==> src/rtl/spi_rdid_responder_if.sv <==
// SPI target pins plus the local status outputs of spi_rdid_responder.
// master: the SPI bus master / bench side. slave: the responder.
interface spi_rdid_responder_if;
    logic       SPICLK;
    logic       SPIMOSI;
    logic       chip_select;
    logic       SPIMISO;
    logic       cmd_valid;
    logic [7:0] cmd_byte;
    logic       busy;
    logic [7:0] rdid_count;

    modport master (
        output SPICLK, SPIMOSI, chip_select,
        input  SPIMISO, cmd_valid, cmd_byte, busy, rdid_count
    );

    modport slave (
        input  SPICLK, SPIMOSI, chip_select,
        output SPIMISO, cmd_valid, cmd_byte, busy, rdid_count
    );
endinterface

==> src/rtl/spi_rdid_responder.sv <==
// SPI mode-0 target answering JEDEC RDID (0x9F) with a 3-byte ID.
// All SPI inputs are oversampled in the clk domain.
// Optional macro SPI_RDID_MISO_TRISTATE_EN: SPIMISO floats (1'bz) outside RESP
// so several targets can share MISO; otherwise it is driven 0.
module spi_rdid_responder #(
    parameter logic [7:0]  RDID_CMD    = 8'h9F,
    parameter logic [7:0]  MFG_ID      = 8'h20,
    parameter logic [7:0]  MEM_TYPE    = 8'h20,
    parameter logic [7:0]  MEM_CAP     = 8'h15,
    parameter int unsigned SYNC_STAGES = 2      // must be >= 2
) (
    input  logic                 clk,
    input  logic                 reset,
    spi_rdid_responder_if.slave  bus
);
    localparam int unsigned RESP_BITS = 24;
    localparam int unsigned CNT_W     = 5;

    typedef enum logic [1:0] {
        IDLE   = 2'd0,
        CMD    = 2'd1,
        RESP   = 2'd2,
        IGNORE = 2'd3
    } state_t;

    logic [SYNC_STAGES-1:0] sclk_ff;
    logic [SYNC_STAGES-1:0] mosi_ff;
    logic [SYNC_STAGES-1:0] cs_ff;
    logic                   sclk_hist;
    logic                   cs_hist;

    logic sclk_s;
    logic mosi_s;
    logic cs_s;
    logic sclk_rise;
    logic sclk_fall;
    logic cs_fall;

    state_t                 state;
    logic [6:0]             cmd_sr;
    logic [RESP_BITS-1:0]   resp_sr;
    logic [CNT_W-1:0]       bit_cnt;
    logic                   miso_q;
    logic                   cmd_valid_q;
    logic [7:0]             cmd_byte_q;
    logic                   busy_q;
    logic [7:0]             rdid_count_q;
    logic [7:0]             cmd_next_c;

    // Input synchronizers followed by one history flop for edge detection
    always_ff @(posedge clk or posedge reset) begin
        if (reset) begin
            sclk_ff   <= '0;
            mosi_ff   <= '0;
            cs_ff     <= '0;
            sclk_hist <= 1'b0;
            cs_hist   <= 1'b0;
        end else begin
            sclk_ff   <= {sclk_ff[SYNC_STAGES-2:0], bus.SPICLK};
            mosi_ff   <= {mosi_ff[SYNC_STAGES-2:0], bus.SPIMOSI};
            cs_ff     <= {cs_ff[SYNC_STAGES-2:0], bus.chip_select};
            sclk_hist <= sclk_ff[SYNC_STAGES-1];
            cs_hist   <= cs_ff[SYNC_STAGES-1];
        end
    end

    assign sclk_s     = sclk_ff[SYNC_STAGES-1];
    assign mosi_s     = mosi_ff[SYNC_STAGES-1];
    assign cs_s       = cs_ff[SYNC_STAGES-1];
    assign sclk_rise  = sclk_s & ~sclk_hist;
    assign sclk_fall  = ~sclk_s & sclk_hist;
    assign cs_fall    = ~cs_s & cs_hist;
    assign cmd_next_c = {cmd_sr, mosi_s};

    // Transaction FSM: command capture, ID shift-out, deselect handling
    always_ff @(posedge clk or posedge reset) begin
        if (reset) begin
            state        <= IDLE;
            cmd_sr       <= '0;
            resp_sr      <= '0;
            bit_cnt      <= '0;
            miso_q       <= 1'b0;
            cmd_valid_q  <= 1'b0;
            cmd_byte_q   <= '0;
            busy_q       <= 1'b0;
            rdid_count_q <= '0;
        end else begin
            cmd_valid_q <= 1'b0;
            if (cs_s) begin
                // Deselect beats any SPICLK edge seen in the same cycle
                state   <= IDLE;
                bit_cnt <= '0;
                miso_q  <= 1'b0;
                busy_q  <= 1'b0;
            end else begin
                unique case (state)
                    IDLE: begin
                        if (cs_fall) begin
                            bit_cnt <= '0;
                            busy_q  <= 1'b1;
                            state   <= CMD;
                        end
                    end
                    CMD: begin
                        if (sclk_rise) begin
                            cmd_sr  <= cmd_next_c[6:0];
                            bit_cnt <= bit_cnt + CNT_W'(1);
                            if (bit_cnt == CNT_W'(7)) begin
                                cmd_byte_q  <= cmd_next_c;
                                cmd_valid_q <= 1'b1;
                                if (cmd_next_c == RDID_CMD) begin
                                    resp_sr      <= {MFG_ID, MEM_TYPE, MEM_CAP};
                                    bit_cnt      <= '0;
                                    rdid_count_q <= rdid_count_q + 8'd1;
                                    state        <= RESP;
                                end else begin
                                    busy_q <= 1'b0;
                                    state  <= IGNORE;
                                end
                            end
                        end
                    end
                    RESP: begin
                        // Shift out on falls; zero fill gives 0 after the 24 ID bits
                        if (sclk_fall) begin
                            miso_q  <= resp_sr[RESP_BITS-1];
                            resp_sr <= {resp_sr[RESP_BITS-2:0], 1'b0};
                            if (bit_cnt != CNT_W'(RESP_BITS)) begin
                                bit_cnt <= bit_cnt + CNT_W'(1);
                            end
                        end
                    end
                    IGNORE: begin
                        miso_q <= 1'b0;
                        busy_q <= 1'b0;
                    end
                    default: state <= IDLE;
                endcase
            end
        end
    end

    assign bus.cmd_valid  = cmd_valid_q;
    assign bus.cmd_byte   = cmd_byte_q;
    assign bus.busy       = busy_q;
    assign bus.rdid_count = rdid_count_q;

    // MISO pin: miso_q only ever holds data while in RESP
`ifdef SPI_RDID_MISO_TRISTATE_EN
    assign bus.SPIMISO = (state == RESP) ? miso_q : 1'bz;
`else
    assign bus.SPIMISO = miso_q;
`endif

endmodule

==> src/flat_wrapper.sv <==
// flat-port wrapper written by rule: the top's interface ports become plain ports
module spi_rdid_responder_flat 
#(
    parameter logic [7:0]  RDID_CMD    = 8'h9F,
    parameter logic [7:0]  MFG_ID      = 8'h20,
    parameter logic [7:0]  MEM_TYPE    = 8'h20,
    parameter logic [7:0]  MEM_CAP     = 8'h15,
    parameter int unsigned SYNC_STAGES = 2                     
)
  (clk, reset, bus_SPICLK, bus_SPIMOSI, bus_chip_select, bus_SPIMISO, bus_cmd_valid, bus_cmd_byte, bus_busy, bus_rdid_count);
  spi_rdid_responder_if bus_i ();
  input  logic clk;
  input  logic reset;
  input wire logic [$bits(bus_i.SPICLK)-1:0] bus_SPICLK;
  input wire logic [$bits(bus_i.SPIMOSI)-1:0] bus_SPIMOSI;
  input wire logic [$bits(bus_i.chip_select)-1:0] bus_chip_select;
  output wire logic [$bits(bus_i.SPIMISO)-1:0] bus_SPIMISO;
  output wire logic [$bits(bus_i.cmd_valid)-1:0] bus_cmd_valid;
  output wire logic [$bits(bus_i.cmd_byte)-1:0] bus_cmd_byte;
  output wire logic [$bits(bus_i.busy)-1:0] bus_busy;
  output wire logic [$bits(bus_i.rdid_count)-1:0] bus_rdid_count;
  assign bus_i.SPICLK = bus_SPICLK;
  assign bus_i.SPIMOSI = bus_SPIMOSI;
  assign bus_i.chip_select = bus_chip_select;
  assign bus_SPIMISO = bus_i.SPIMISO;
  assign bus_cmd_valid = bus_i.cmd_valid;
  assign bus_cmd_byte = bus_i.cmd_byte;
  assign bus_busy = bus_i.busy;
  assign bus_rdid_count = bus_i.rdid_count;
  spi_rdid_responder #(.RDID_CMD(RDID_CMD), .MFG_ID(MFG_ID), .MEM_TYPE(MEM_TYPE), .MEM_CAP(MEM_CAP), .SYNC_STAGES(SYNC_STAGES)) u_core (.clk(clk), .reset(reset), .bus(bus_i));
endmodule
==> config.mk <==
export PLATFORM = sky130hd
export DESIGN_NAME = spi_rdid_responder_flat
export DESIGN_NICKNAME = d
export VERILOG_FILES = /design/src/rtl/spi_rdid_responder_if.sv /design/src/rtl/spi_rdid_responder.sv /design/src/flat_wrapper.sv
export SDC_FILE = /design/constraint.sdc
export NUM_CORES = 1
export LEC_CHECK = 0
export BUFFER_PORTS_ARGS = -buffer_cell sky130_fd_sc_hd__buf_2
export CAP_MARGIN = 5
export CORE_AREA = 5 5 81 83
export CTS_CLUSTER_SIZE = 14
export DETAILED_ROUTE_END_ITERATION = 6
export DIE_AREA = 0 0 86 88
export PLACE_DENSITY_LB_ADDON = 0.15
export SYNTH_ARGS = -nofsm -noshare
export SYNTH_HDL_FRONTEND = slang
export SYNTH_SLANG_ARGS = --single-unit
export TNS_END_PERCENT = 30
==> constraint.sdc <==
create_clock -name clk -period 5.55 [get_ports clk]
set_input_delay 0.555 -clock clk [delete_from_list [all_inputs] [get_ports clk]]
set_output_delay 0.555 -clock clk [all_outputs]
set_load 0.01 [all_outputs]
# == After elaboration in Yosys (flattened, before gate mapping) ==
# Cells that the tools add are included.
# classes
n_addsub,2
mul,0
div_mod_pow,0
order_cmp,0
n_eq_ne,16
n_shift,0
n_mux,32
bitwise_logic,6
reduce_logical,14
# op_table
cell,count
$mux W24,4
$pmux W24 S2,1
$mux W5,7
$ne A3 B1 Y1 const B,5
$pmux W5 S3,1
$reduce_and A5 Y1,3
$mux W1,12
$add A8 B1 Y8 const B,1
$eq A8 B8 Y1 const B,1
$mux W2,4
$ne A2 B1 Y1 const B,4
$reduce_and A4 Y1,2
$reduce_bool A4 Y1,2
$reduce_and A6 Y1,1
$reduce_bool A3 Y1,2
$add A5 B1 Y5 const B,1
$eq A5 B3 Y1 const B,1
$ne A5 B5 Y1 const B,1
$eq A2 B2 Y1 const B,2
$pmux W2 S2,1
$and A1 B1 Y1,3
$ne A3 B2 Y1 const B,1
$not A1 Y1,3
$pmux W1 S3,1
other kinds (6),6
# totals
reg_bits,65
latch_bits,0
ramBits,0
romBits,0
input_bits,5
output_inout_bits,19
wordCells,84
n_memories,0

# == Longest topological paths before layout ==
# Gate-level depths: netlist of the first run.
# depth
depth_word,6
mapped_depth,9
ltp_nobuf,7

# == Least setup slack after synthesis of the first run ==
# Ideal clock, no wire load.
# synth_path
path_kind,reg2reg
start,register u_core.state[1]
end,register u_core.bit_cnt[3]
setup_time_ps,87
t_arrival_ps,1805
required_time_ps,5463
setup_slack_ps,3658
path_stages_with_launch,9
n_path_buf,1
period_less_slack_ps,1892
path_cell_list,dfrtp_1 > inv_1 > ha_1 > clkbuf_1 > nor2_1 > o22ai_2 > a21oi_2 > or4_1 > o211ai_1
# synth_between
elab_chain_len,3
word_cells_on_any_way,11
cone_classes,6 x eq/ne; 2 x mux; 3 x reduce/logical
# synth_lines
item,line_no,source
"start, declared",spi_rdid_responder.sv:39,state_t state;
"start signal, assigned",spi_rdid_responder.sv:78,state <= IDLE;
"start signal, assigned",spi_rdid_responder.sv:91,state <= IDLE;
"start signal, assigned",spi_rdid_responder.sv:101,state <= CMD;
"$eq A2 B2 Y1, or another cell as far along",spi_rdid_responder.sv:96,unique case (state)
"$ne A3 B1 Y1 (no line), or another cell as far along",--,
$reduce_and A5 Y1 (no line) / $mux W5 (equally long branches),--,
"end signal, assigned",spi_rdid_responder.sv:107,bit_cnt <= bit_cnt + CNT_W'(1);
"end signal, assigned",spi_rdid_responder.sv:129,bit_cnt <= bit_cnt + CNT_W'(1);
"end, declared",spi_rdid_responder.sv:42,logic [CNT_W-1:0] bit_cnt;
# Parallel ways exist; a longest one is shown, timed or not.
# A chain may end at the register's enable or synchronous reset.

# == Final worst setup path of the first run ==
# layout_path
start,register u_core.state[0]
end,register u_core.bit_cnt[3]
# The elaborated chain is that of the path after synthesis.

==> out/qor.yml, run 1 <==
wl_um: 4420
synth.most_common_cell: "dfrtp_1"
synth_commonest_cells: "65 x dfrtp_1, 53 x nand2_1, 20 x o21ai_1"
clkTransAtPathRegs_ns: 0.07
routabilityCongestion: 0.810
vdd_drop_max_mv: 0.239
synth_seq_area_share_pct: 58.0
pwr-share-comb_pct: 21.4
worstPathRequired_ns: 5.80
total_power_mw: 1.30
root_buffer: "clkbuf_8"
endpoint_kind: "register"
finalHoldViolCount: 0
rsz0062_at_grt: "no"
grt_pass1_wl_um: 8360
netSwitchingPower_mw: 0.387
die_width_um: 86
min_path_type: "input pin to register"
setup_viol: 0
path_max_fanout: 30
tns_ns: 0
fin_crit_sh_pct: 49.5
synth_enable_flop_cells: 0
cts_buffer_depth: 2
final_cell_area_um2: 3200
hold_slack_ns: 0.326
dp_cells: 342
synth_top_area_cell: "dfrtp_1"
vias_per_cell: 5.05
worst_pin_slew_ns: 1.03
p_sw_share_pct: 29.8
cts_sinks: 65
insertion_delay_ns: 0.34
grt_max_degree: 66
yosys_register_bits: 65
synth_area_leaders: "dfrtp_1 58%, nand2_1 7.1%, mux2_2 6.4%"
die_height_um: 88
layout.nets: 290
status: "completed"
preCtsSetupSlack_ns: 2.83
post_cts_resized: 0
grt-ovfl-total: 0
p_int_mw: 0.914
dr.first_iter.drc_count: 76
p_leak_nw: 1.50
cp.arrival_ns: 3.00
maxCapViolations: 0
h-tree-depth: 3
pwr-share-seq_pct: 45.2
antenna_cells: 0
grt_pass1_vias: 1848
start_util_pct: 48.5
antenna_found_initial: 0
cts_buffers: 9
drt_first_pass_iters: 4
post_cts.repair.setup_buffers: 0
syn_avg_cell_area_um2: 11.0
placed_cell_area_um2: 2980
syn-num-nets: 266
worstSetupPathType: "register to register"
finalClockSkew_ns: 0.00971
hpwl_um: 2920
async_flop_share_pct: 100
startpoint_type: "register"
ys.flop_type: "dfrtp_1"
clkPwrFrac_pct: 33.4
rows: 28
layout-drive-gt1-share_pct: 23.1
drc: 0
synthesis.area_um2: 2800
final_cells: 356
cts-hold-fix-buffers: 0
post_drt_wl_per_cell_um: 12.4
fmax_ghz: 0.364
grt_usage_pct: 14.0
utilization_pct: 55.3
pin_count: 24
yosys_warnings: 0
worst_slack_ns: 2.81
num_vias: 1799
portBuffers: 23
ys_types: 40
syn2layout_area_growth_pct: 14.0
antenna_left: 0
yosysTopAreaCellShare_pct: 58.0
coreArea_um2: 5780
p_per_area_nw_per_um2: 407
synthCells: 254
timing.final.crit_period_ns: 2.74
max-slew-margin-rel_pct: 31.1
fp.dieArea_um2: 7570
tritoncts: "done"
slew_viol_final: 0
==> critical path, stage by stage, from the launching register on <==
cell	delay (ns)
dfrtp_1	0.42
inv_1	0.10
ha_1	0.85
nand3b_1	0.28
o22ai_2	0.25
a21oi_2	0.15
or4_1	0.52
o211ai_1	0.10
==> path summary, 6_finish.rpt <==
kind	end	start	cells after the start	slack (ns)
min reg2reg	u_core.sclk_ff[1]$_DFF_PP0_	u_core.sclk_ff[0]$_DFF_PP0_	0	0.35
max	u_core.bit_cnt[3]$_DFFE_PP0P_	u_core.state[0]$_DFFE_PP0P_	7	2.81
min	u_core.mosi_ff[0]$_DFF_PP0_	bus_SPIMOSI	1	0.33
max in group asynchronous	u_core.bit_cnt[3]$_DFFE_PP0P_	reset	3	4.61
min in group asynchronous	u_core.cmd_sr[0]$_DFFE_PP0P_	reset	3	0.45
max reg2reg	u_core.bit_cnt[3]$_DFFE_PP0P_	u_core.state[0]$_DFFE_PP0P_	7	2.81
==> final cells by class <==
type | count | area, um^2
clock buffer | 11 | 151
clock inverter | 3 | 65.1
fill | 524 | 2580
inverter | 7 | 26.3
multi-input combinational | 170 | 1100
sequential | 65 | 1630
tap | 75 | 93.8
timing repair buffer | 25 | 130
==> registers in the layout, indices dropped and copies added, names as in the netlist <==
| register | cells |
|---|---|
| u_core.bus.cmd_byte | 8 |
| u_core.mosi_ff | 2 |
| u_core.bus.busy | 1 |
| u_core.bus.rdid_count | 8 |
| u_core.sclk_hist | 1 |
| u_core.cs_ff | 2 |
| u_core.cmd_sr | 7 |
| u_core.sclk_ff | 2 |
| u_core.bus.SPIMISO | 1 |
| u_core.resp_sr | 24 |
| u_core.cs_hist | 1 |
| u_core.bit_cnt | 5 |
| u_core.bus.cmd_valid | 1 |
| u_core.state | 2 |
==> logic make-up after synthesis <==
| kind of cell | share of synthesized area (%) |
|---|---|
| fa+ha+maj | 3.12 |
| xor+xnor | 2.19 |
| compound gates | 9.95 |
| flops | 58.0 |
| mux | 6.43 |
| buf+inv | 2.86 |
| simple gates | 17.4 |
==> power groups by stage <==
stage / Clock, mW / Combinational [mW] / Sequential (mW)
after detailed placement: 0 / 0.281 / 0.599
after CTS: 0.452 / 0.281 / 0.589
after floorplan: 0 / 0.231 / 0.585
after global routing: 0.472 / 0.321 / 0.598
after global placement: 0 / 0.276 / 0.595
final: 0.434 / 0.279 / 0.589
==> metal layers <==
metal  vias up  track usage (%)  part of all wire, %
li1        923                -                    -
met2        30             20.4                   41
met1       838             19.1                   53
met4         0             6.04                  2.0
met5         -                0                    0
met3         8             4.99                  4.9
==> placed cells by master (no fill, tap or decap), types with 2 or more instances in the layout <==
master / count
nand4bb_1: 2
bufinv_16: 2
nand4_1: 5
dfrtp_1: 65
mux2_2: 16
buf_4: 2
clkbuf_8: 11
o22ai_1: 2
nor2b_1: 5
a21oi_1: 2
nor2_1: 7
or4_1: 2
inv_1: 6
o21ai_0: 9
or2_2: 3
nand2_1: 53
nor3b_1: 2
ha_1: 7
nand2b_1: 4
o21ai_1: 20
o31ai_1: 2
o211ai_1: 2
nand3_1: 3
and3_1: 2
xnor2_1: 6
buf_2: 23
(Power assumes the default switching activity.)
==> run 2: changes to the inputs <==
==> constraint.sdc (replaced) <==
create_clock -name clk -period 2.5 [get_ports clk]
set_input_delay 0.25 -clock clk [delete_from_list [all_inputs] [get_ports clk]]
set_output_delay 0.25 -clock clk [all_outputs]
set_load 0.01 [all_outputs]
==> run 2 against run 1 <==
Critical path depth unchanged. Die area unchanged. Sequential power increased by 120%. Register-to-register slack got worse by 2.4 ns. Fmax increased by 33%. Setup slack got worse by 2.4 ns. Design area increased by 1.8%. Flip-flop and latch count unchanged. Combinational power increased by 130%. Global-route usage increased by 0.54 points.
==> out/qor.yml, run 2 (synthesis gave the netlist of run 1 again) <==
status: "completed"
final_cell_area_um2: 3250  # +1.8%
die_height_um: 88  # unchanged
tritoncts: "done"
root_buffer: "clkbuf_8"
startpoint_type: "register"
antenna_found_initial: 0  # unchanged
wl_um: 4700  # +6.5%
drt_first_pass_iters: 4  # unchanged
dr.first_iter.drc_count: 118  # +55%
layout.nets: 293  # +1.0%
drc: 0  # unchanged
vdd_drop_max_mv: 0.526  # +120%
pwr-share-seq_pct: 43.7  # -1.5 points
r2r-start: "u_core.state[0]$_DFFE_PP0P_"
fmax_ghz: 0.483  # +33%
num_vias: 1815  # +0.89%
vias_per_cell: 5.03  # -0.51%
final_cells: 361  # +1.4%
fp.dieArea_um2: 7570  # unchanged
grt_usage_pct: 14.6  # +0.54 points
endpoint_kind: "register"
layout-drive-gt1-share_pct: 24.5  # +1.3 points
cts-hold-fix-buffers: 0  # unchanged
worstSetupPathType: "register to register"
min_path_type: "input pin to async pin"
portBuffers: 23  # unchanged
worst_r2r_endpoint: "u_core.bit_cnt[3]$_DFFE_PP0P_"
rsz0062_at_grt: "no"
max-slew-margin-rel_pct: 57.6  # +26 points
crit_end: "u_core.bit_cnt[3]$_DFFE_PP0P_"
netSwitchingPower_mw: 0.898  # +130%
coreArea_um2: 5780  # unchanged
rows: 28  # unchanged
reg2reg_depth: 7  # unchanged
placed_cell_area_um2: 3020  # +1.2%
die_width_um: 86  # unchanged
fin_crit_sh_pct: 82.7  # +33 points
hpwl_um: 3140  # +7.6%
clkPwrFrac_pct: 34.6  # +1.2 points
h-tree-depth: 3  # unchanged
finalHoldViolCount: 0  # unchanged
antenna_left: 0  # unchanged
p_per_area_nw_per_um2: 917  # +130%
layout_commonest_cell: "dfrtp_1"
setup_viol: 0  # unchanged
clkTransAtPathRegs_ns: 0.07  # about the same
dp_cells: 345  # +0.88%
grt_max_degree: 49  # -26%
cp.arrival_ns: 2.32  # -0.68 ns
cts_buffers: 9  # unchanged
p_int_mw: 2.09  # +130%
grt_pass1_wl_um: 8580  # +2.7%
routabilityCongestion: 0.784  # -3.2%
maxCapViolations: 0  # unchanged
antenna_cells: 0  # unchanged
total_power_mw: 2.99  # +130%
worst_pin_slew_ns: 0.636  # -0.398 ns
post_drt_wl_per_cell_um: 13.0  # +5.0%
worstPathRequired_ns: 2.75  # -3.05 ns
post_cts.repair.setup_buffers: 0  # unchanged
finalClockSkew_ns: 0.00823  # -0.00148 ns
post_cts_resized: 0  # unchanged
grt_pass1_vias: 1832  # -0.87%
path_max_fanout: 9  # -70%
p_sw_share_pct: 30.1  # +0.31 points
insertion_delay_ns: 0.33  # about the same
regMostFlops: "u_core.resp_sr"
p_leak_nw: 1.53  # +2.0%
cts_buffer_depth: 2  # unchanged
grt-ovfl-total: 0  # unchanged
start_util_pct: 48.5  # unchanged
largest_register_ffs: 24  # unchanged
slew_viol_final: 0  # unchanged
cts_sinks: 65  # unchanged
hold_slack_ns: 0.000908  # -0.325 ns
pwr-share-comb_pct: 21.7  # +0.3 points
timing.final.crit_period_ns: 2.07  # -0.676 ns
tns_ns: 0  # unchanged
ff2ff_setup_slack_ns: 0.43  # -2.37 ns
final_cell_mix: "65 x dfrtp_1, 53 x nand2_1, 23 x buf_2"
syn2layout_area_growth_pct: 16.1
pin_count: 24  # unchanged
startpoint: "u_core.state[0]$_DFFE_PP0P_"
run 2: routing by layer:
layer  vias up  global-route usage, %  wire (um)
li1        920                      -          -
met1       863                   21.0       2500
met2        26                   20.4       1980
met3         6                   3.39        157
met4         0                   7.77         64
met5         -                      0          0
run 2: power by group through the flow:
stage,registers (mW),logic [mW],clock network [mW]
finish,1.30,0.649,1.03
global route,1.32,0.760,1.10
CTS,1.31,0.654,1.06
detailed placement,1.33,0.651,0
global placement,1.32,0.639,0
floorplan,1.30,0.514,0
run 2: per-stage QoR:
stage | setup WS [ns] | util, %
5_1_grt | 0.247 | 56.3
6_report | 0.432 | 56.3
4_1_cts | 0.426 | 56.3
3_3_place_gp | 0.464 | 52.2
2_1_floorplan | 0.608 | -
3_5_place_dp | 0.441 | 52.2
run 2: layout make-up:
cell class	count	area, um^2
clock inverters	4	73.8
clock buffers	12	165
well taps	75	93.8
repair buffers	28	165
flip-flops and latches	65	1630
multi-input cells	170	1100
fillers	508	2530
inverters	7	26.3
run 2: worst min path at each step:
stage	from	end	cells after the start
after global placement	u_core.cs_ff[0]$_DFF_PP0_	u_core.cs_ff[1]$_DFF_PP0_	0
after global routing	bus_SPICLK	u_core.sclk_ff[0]$_DFF_PP0_	1
after floorplan	bus_chip_select	u_core.cs_ff[0]$_DFF_PP0_	0
after CTS	reset	u_core.cmd_sr[3]$_DFFE_PP0P_	2
after detailed placement	u_core.cs_ff[0]$_DFF_PP0_	u_core.cs_ff[1]$_DFF_PP0_	0
final	reset	u_core.sclk_ff[0]$_DFF_PP0_	2
run 2: critical path: stages (launching register included):
cell and delay [ns]:
dfrtp_1 0.42, inv_1 0.10, ha_1 0.31, nand3b_1 0.18, o22ai_2 0.22, a21oi_2 0.13, or4_1 0.53, o211ai_1 0.10
